<file path="config.mk">
export PLATFORM = sky130hd
export DESIGN_NAME = pwm_ramp_bank
export DESIGN_NICKNAME = d
export VERILOG_FILES = /design/src/rtl/pwm_ramp_bank.sv
export SDC_FILE = /design/constraint.sdc
export NUM_CORES = 1
export LEC_CHECK = 0
export BUFFER_PORTS_ARGS = -buffer_cell sky130_fd_sc_hd__buf_2
export CAP_MARGIN = 20
export CORE_UTILIZATION = 68
export CTS_CLUSTER_DIAMETER = 150
export CTS_CLUSTER_SIZE = 24
export DETAILED_ROUTE_END_ITERATION = 16
export HOLD_SLACK_MARGIN = 0.12
export PLACE_DENSITY_LB_ADDON = 0.25
export SYNTH_ARGS = -nofsm -noshare
export SYNTH_HDL_FRONTEND = slang
export SYNTH_SLANG_ARGS = --single-unit
</file>
<file path="constraint.sdc">
create_clock -name clk -period 12.9 [get_ports clk]
set_input_delay 1.29 -clock clk [delete_from_list [all_inputs] [get_ports clk]]
set_output_delay 1.29 -clock clk [all_outputs]
set_load 0.02 [all_outputs]
</file>
<file path="src/rtl/pwm_ramp_bank.sv">
// pwm_ramp_bank: multi-channel PWM with a shared period counter and per-channel soft-start duty ramp.
// Define PWM_RAMP_BANK_STAGGER_EN to offset each channel's phase by i*(PERIOD/CHANNELS).
module pwm_ramp_bank #(
    parameter int CHANNELS  = 4,
    parameter int PERIOD    = 6000,
    parameter int W         = $clog2(PERIOD + 1),
    parameter int RAMP_STEP = 64,
    parameter int RAMP_DIV  = 1,
    localparam int CW       = (CHANNELS > 1) ? $clog2(CHANNELS) : 1,
    localparam int RDW      = (RAMP_DIV > 1) ? $clog2(RAMP_DIV) : 1
) (
    input  logic                clk,
    input  logic                rst,
    input  logic                ena,
    input  logic                wr_valid,
    output logic                wr_ready,
    input  logic [CW-1:0]       wr_chan,
    input  logic [W-1:0]        wr_duty,
    input  logic                wr_immediate,
    output logic [CHANNELS-1:0] out,
    output logic [CHANNELS-1:0] at_target,
    output logic                period_start
);

    logic [W-1:0]          cnt_r;
    logic [RDW-1:0]        rdiv_r;
    logic                  ready_en_r;
    logic [W-1:0]          tgt_r [CHANNELS];
    logic [W-1:0]          cur_r [CHANNELS];
    logic [CHANNELS-1:0]   pend_r;
    logic [CHANNELS-1:0]   out_r;
    logic [CHANNELS-1:0]   at_target_r;
    logic                  period_start_r;

    logic                  boundary_s;
    logic                  ramp_upd_s;
    logic                  wr_fire_s;
    logic [W-1:0]          wr_sat_s;
    logic [W-1:0]          phase_s [CHANNELS];
    logic [CHANNELS-1:0]   pwm_s;
    logic [CHANNELS-1:0]   at_s;

    // One bounded slew step of cur toward tgt; never overshoots.
    function automatic logic [W-1:0] ramp_next(input logic [W-1:0] cur_v, input logic [W-1:0] tgt_v);
        int unsigned diff_v;
        int unsigned step_v;
        logic [W-1:0] res_v;
        if (tgt_v >= cur_v) begin
            diff_v = 32'(tgt_v - cur_v);
        end else begin
            diff_v = 32'(cur_v - tgt_v);
        end
        step_v = (diff_v < 32'(RAMP_STEP)) ? diff_v : 32'(RAMP_STEP);
        if (tgt_v >= cur_v) begin
            res_v = cur_v + W'(step_v);
        end else begin
            res_v = cur_v - W'(step_v);
        end
        return res_v;
    endfunction

`ifdef PWM_RAMP_BANK_STAGGER_EN
    // Channel phase offset wrapped back into 0..PERIOD-1.
    function automatic logic [W-1:0] stagger_phase(input logic [W-1:0] cnt_v, input int unsigned idx_v);
        int unsigned sum_v;
        sum_v = 32'(cnt_v) + idx_v * 32'(PERIOD / CHANNELS);
        if (sum_v >= 32'(PERIOD)) begin
            sum_v = sum_v - 32'(PERIOD);
        end else begin
            sum_v = sum_v;
        end
        return W'(sum_v);
    endfunction
`endif

    assign boundary_s = ena && (cnt_r == W'(PERIOD - 1));
    assign ramp_upd_s = boundary_s && (rdiv_r == RDW'(RAMP_DIV - 1));
    // Writes are refused at the boundary so they never race the cur update.
    assign wr_ready   = ready_en_r && !boundary_s;
    assign wr_fire_s  = wr_valid && wr_ready && (32'(wr_chan) < 32'(CHANNELS));
    assign wr_sat_s   = (32'(wr_duty) > 32'(PERIOD)) ? W'(PERIOD) : wr_duty;

    // Per-channel phase and next-cycle PWM / at-target values.
    always_comb begin
        pwm_s = {CHANNELS{1'b0}};
        at_s  = {CHANNELS{1'b0}};
        for (int i = 0; i < CHANNELS; i++) begin
`ifdef PWM_RAMP_BANK_STAGGER_EN
            phase_s[i] = stagger_phase(cnt_r, 32'(i));
`else
            phase_s[i] = cnt_r;
`endif
            pwm_s[i] = (phase_s[i] < cur_r[i]);
            at_s[i]  = (cur_r[i] == tgt_r[i]);
        end
    end

    // Period counter, ramp divider and post-reset ready enable.
    always_ff @(posedge clk) begin
        if (!rst) begin
            cnt_r      <= {W{1'b0}};
            rdiv_r     <= {RDW{1'b0}};
            ready_en_r <= 1'b0;
        end else begin
            ready_en_r <= 1'b1;
            if (ena) begin
                cnt_r <= (cnt_r == W'(PERIOD - 1)) ? {W{1'b0}} : cnt_r + W'(1);
            end else begin
                cnt_r <= cnt_r;
            end
            if (boundary_s) begin
                rdiv_r <= (rdiv_r == RDW'(RAMP_DIV - 1)) ? {RDW{1'b0}} : rdiv_r + RDW'(1);
            end else begin
                rdiv_r <= rdiv_r;
            end
        end
    end

    // Target capture, immediate-jump flags and boundary-only duty updates.
    always_ff @(posedge clk) begin
        if (!rst) begin
            for (int i = 0; i < CHANNELS; i++) begin
                tgt_r[i] <= {W{1'b0}};
                cur_r[i] <= {W{1'b0}};
            end
            pend_r <= {CHANNELS{1'b0}};
        end else begin
            for (int i = 0; i < CHANNELS; i++) begin
                if (wr_fire_s && (32'(wr_chan) == 32'(i))) begin
                    tgt_r[i] <= wr_sat_s;
                    if (wr_immediate) begin
                        pend_r[i] <= 1'b1;
                    end else begin
                        pend_r[i] <= pend_r[i];
                    end
                end else if (boundary_s && pend_r[i]) begin
                    cur_r[i]  <= tgt_r[i];
                    pend_r[i] <= 1'b0;
                end else if (ramp_upd_s) begin
                    cur_r[i] <= ramp_next(cur_r[i], tgt_r[i]);
                end else begin
                    cur_r[i] <= cur_r[i];
                end
            end
        end
    end

    // Registered outputs; PWM pins freeze while ena is low.
    always_ff @(posedge clk) begin
        if (!rst) begin
            out_r          <= {CHANNELS{1'b0}};
            at_target_r    <= {CHANNELS{1'b1}};
            period_start_r <= 1'b0;
        end else begin
            period_start_r <= boundary_s;
            at_target_r    <= at_s;
            if (ena) begin
                out_r <= pwm_s;
            end else begin
                out_r <= out_r;
            end
        end
    end

    assign out          = out_r;
    assign at_target    = at_target_r;
    assign period_start = period_start_r;

endmodule
</file>
==> run metrics <==
status completed; tightest hold margin 452.4 ps; DR pass1 iterations 7; Worst-Skew Late Latency roughly 430 ps; layout net count around 2000; Top FF cell, synth edfxtp_1; Final Setup Violations 0; slowest CP cell a211o_1; max incr delay on CP roughly 460 ps; HP Class reg -> reg; initial antenna violation count 2; Layout fillers approximately 1600; Synth area leader edfxtp_1; largest net degree at the start of global routing 30; Slew headroom between 30 and 40%; power per cell area between 90 and 100 nW/um^2; CTS tree built; wire length of the first global-routing pass 60800 um; initial core utilization 70.37%; Post-Place Setup Slack around 6000 ps; final RePlAce weighted congestion a little under 1; dominant combinational cell family by area after synthesis compound AO/OA/AOI/OAI gates; GRT Total Usage 35.23%; Final Slew Violations 0; hold_buf cts 0; worst slew pin tran approximately 1000 ps; Synth Area per Inst slightly above 8 um^2; total grt overflow 0; synthesized-area fraction occupied by adder cells about 20%; final hold violations 0; Overall Power between 1 and 1.5 mW; H-Tree Depth 4; Yosys top cell area share 21.59%; row count 52; R2R setup slack 5880 ps; flops & latches, synth ~130; fin crit period 7024 ps; WL final between 30000 and 40000 um; # Post-CTS Setup Buffers 0; Worst Setup Start Kind flip-flop; CP top delay family compound AO/OA/AOI/OAI gates; Crit. End Element flip-flop; mux share of post-synthesis cell area between 1.5 and 2%; Crit Path Max Fanout 26; Seq/Total Area, Yosys 25.32%; CP dominant cell by count ha_1; Critical path buffers and inverters 2; worst r2r src tgt_r[1][0]; crit path DAT just over 7000 ps; post-DP HPWL slightly below 30000 um; final setup skew ~13 ps; unique cell type count in the Yosys netlist 93; min-delay src out[1]; Max Fclk approximately 140 MHz; DR DRC count 0; Crit Path Class reg -> reg; worst setup margin between 5000 and 6000 ps; fin crit share 54.45%; layout overhead on the synthesized area 5.777%; placed cell count between 1500 and 2000; DR vias/cell 6.385; non-filler cells, final a little over 2000; RSZ-0062 raised after global routing false; layout cells sized above 1 6.147%; Die Wd 147.9 um; Syn. warnings 0; Ports 30; die height about 150 um; die area about 22000 um^2; required time of the critical path roughly 13000 ps; Clock Sinks ~130; Avg WL per Cell between 15 and 20 um; Compound-Gate Fraction of Synth Area 21.36%; ys async rst share 0%; post-synthesis xor/xnor area fraction 6.659%; CTS root buf clkbuf_16; Max-cap violations 0; Syn Nets 2007; PostCTS Resize Cnt 0; static leakage around 7 nW; Clock Tree Buf Depth 2; vias in the first global route around 12000; CTS buffer count 17; Initial DRC Count approximately 1300; Netlist Area Pre-Place 14470 um^2; clock-pin slew of the registers on the worst-case setup and hold paths 60 ps; Setup TNS 0 ps; post-synthesis simple-gate area fraction a little under a fifth; Max VDD drop 0.09566 mV; Port-buffer cells 29; FF/Latch Area around 3700 um^2; number of flops mapped to enable cells by yosys 104; total number of vias ~13000; Routed Antenna Nets 0; Worst Setup SP tgt_r[1][0]; core area roughly 21000 um^2; footprint of the multi-input gates around 9900 um^2; Mapped Cells roughly 1800; largest cells by area after synthesis edfxtp_1 22%, ha_1 18%, a21oi_1 6.2%, nor2_1 4.5%, nand2_1 4.4%
## worst min-delay path, delay by kind of cell (launching register included)
family / cells / cell delay (ps)
DFF: 1 / 320
AOI/OAI and AO/OA: 1 / 50
and+or+nand+nor: 1 / 40
## Yosys cell counts (16+ instances only)
cell,number
a211oi_1,16
nand2b_1,20
edfxtp_1,104
o21ai_0,68
a21o_1,54
nor2_1,173
dfxtp_1,27
mux2i_1,18
nand4_1,18
nor3_1,28
o21a_1,20
xnor2_1,63
o21bai_1,18
nand3_1,43
ha_1,213
nor2b_1,18
xor2_1,47
a31oi_1,17
nand2_1,168
clkbuf_1,39
inv_1,162
buf_2,26
a21oi_1,178
## cells in the final DEF (no fill, tap or decap), types with 10 or more instances in the layout
cell	count
ha_1	213
a21oi_1	178
nor2_1	173
nand2_1	168
inv_1	162
edfxtp_1	104
o21ai_0	67
xnor2_1	63
a21o_1	54
xor2_1	47
nand3_1	43
buf_2	29
nor3_1	28
dfxtp_1	27
o21a_1	20
nand2b_1	20
o21bai_1	18
nand4_1	18
mux2i_1	18
nor2b_1	18
a31oi_1	17
clkbuf_16	17
a211oi_1	16
o211ai_1	14
and2_1	12
fa_1	12
o21ai_1	11
or3_1	10
## power by group
group	switching, mW	internal (mW)
logic	0.256	0.167
registers	0.0212	0.474
clock network	0.197	0.294
## worst paths after layout
kind,endpoint,cells past startpoint
hold reg to reg,out[1],2
setup / recovery,cur_r[1][12],29
setup reg to reg,cur_r[1][12],29
hold / removal,out[1],2
## state kept, by name, indices dropped and copies added (netlist names)
name,flops
period_start,1
tgt_r,52
pend_r,4
ready_en_r,1
cur_r,52
out,4
cnt_r,13
at_target,4
## cell families after synthesis
family | Yosys count
muxes | 24
buffers and inverters | 234
AOI/OAI and AO/OA | 480
and+or+nand+nor | 558
xor gates and xnor gates | 110
DFF | 131
adders and majority gates | 225
## per-stage QoR
stage / utilization, % / cell area, um^2
after global routing: 74.41 / 15300
after floorplan: - / 14470
after detailed placement: 71.42 / 14680
final: 74.43 / 15300
after CTS: 74.26 / 15270
after global placement: 71.42 / 14680
## per-layer routing
metal  global-route usage (%)  wire, um
met5                        0         0
met1                    44.89     15720
met2                    59.95     18050
met3                    5.185      2919
met4                    14.18      1312
## layout make-up
type	instances	area share (%)
inverters	163	3.998
clock inverters	13	0.8585
repair buffers	34	1.325
diodes	3	0.04906
well taps	270	2.208
clock buffers	19	2.960
flip-flops and latches	131	23.94
multi-input cells	1397	64.66
Power figures use the tool's default switching activity.
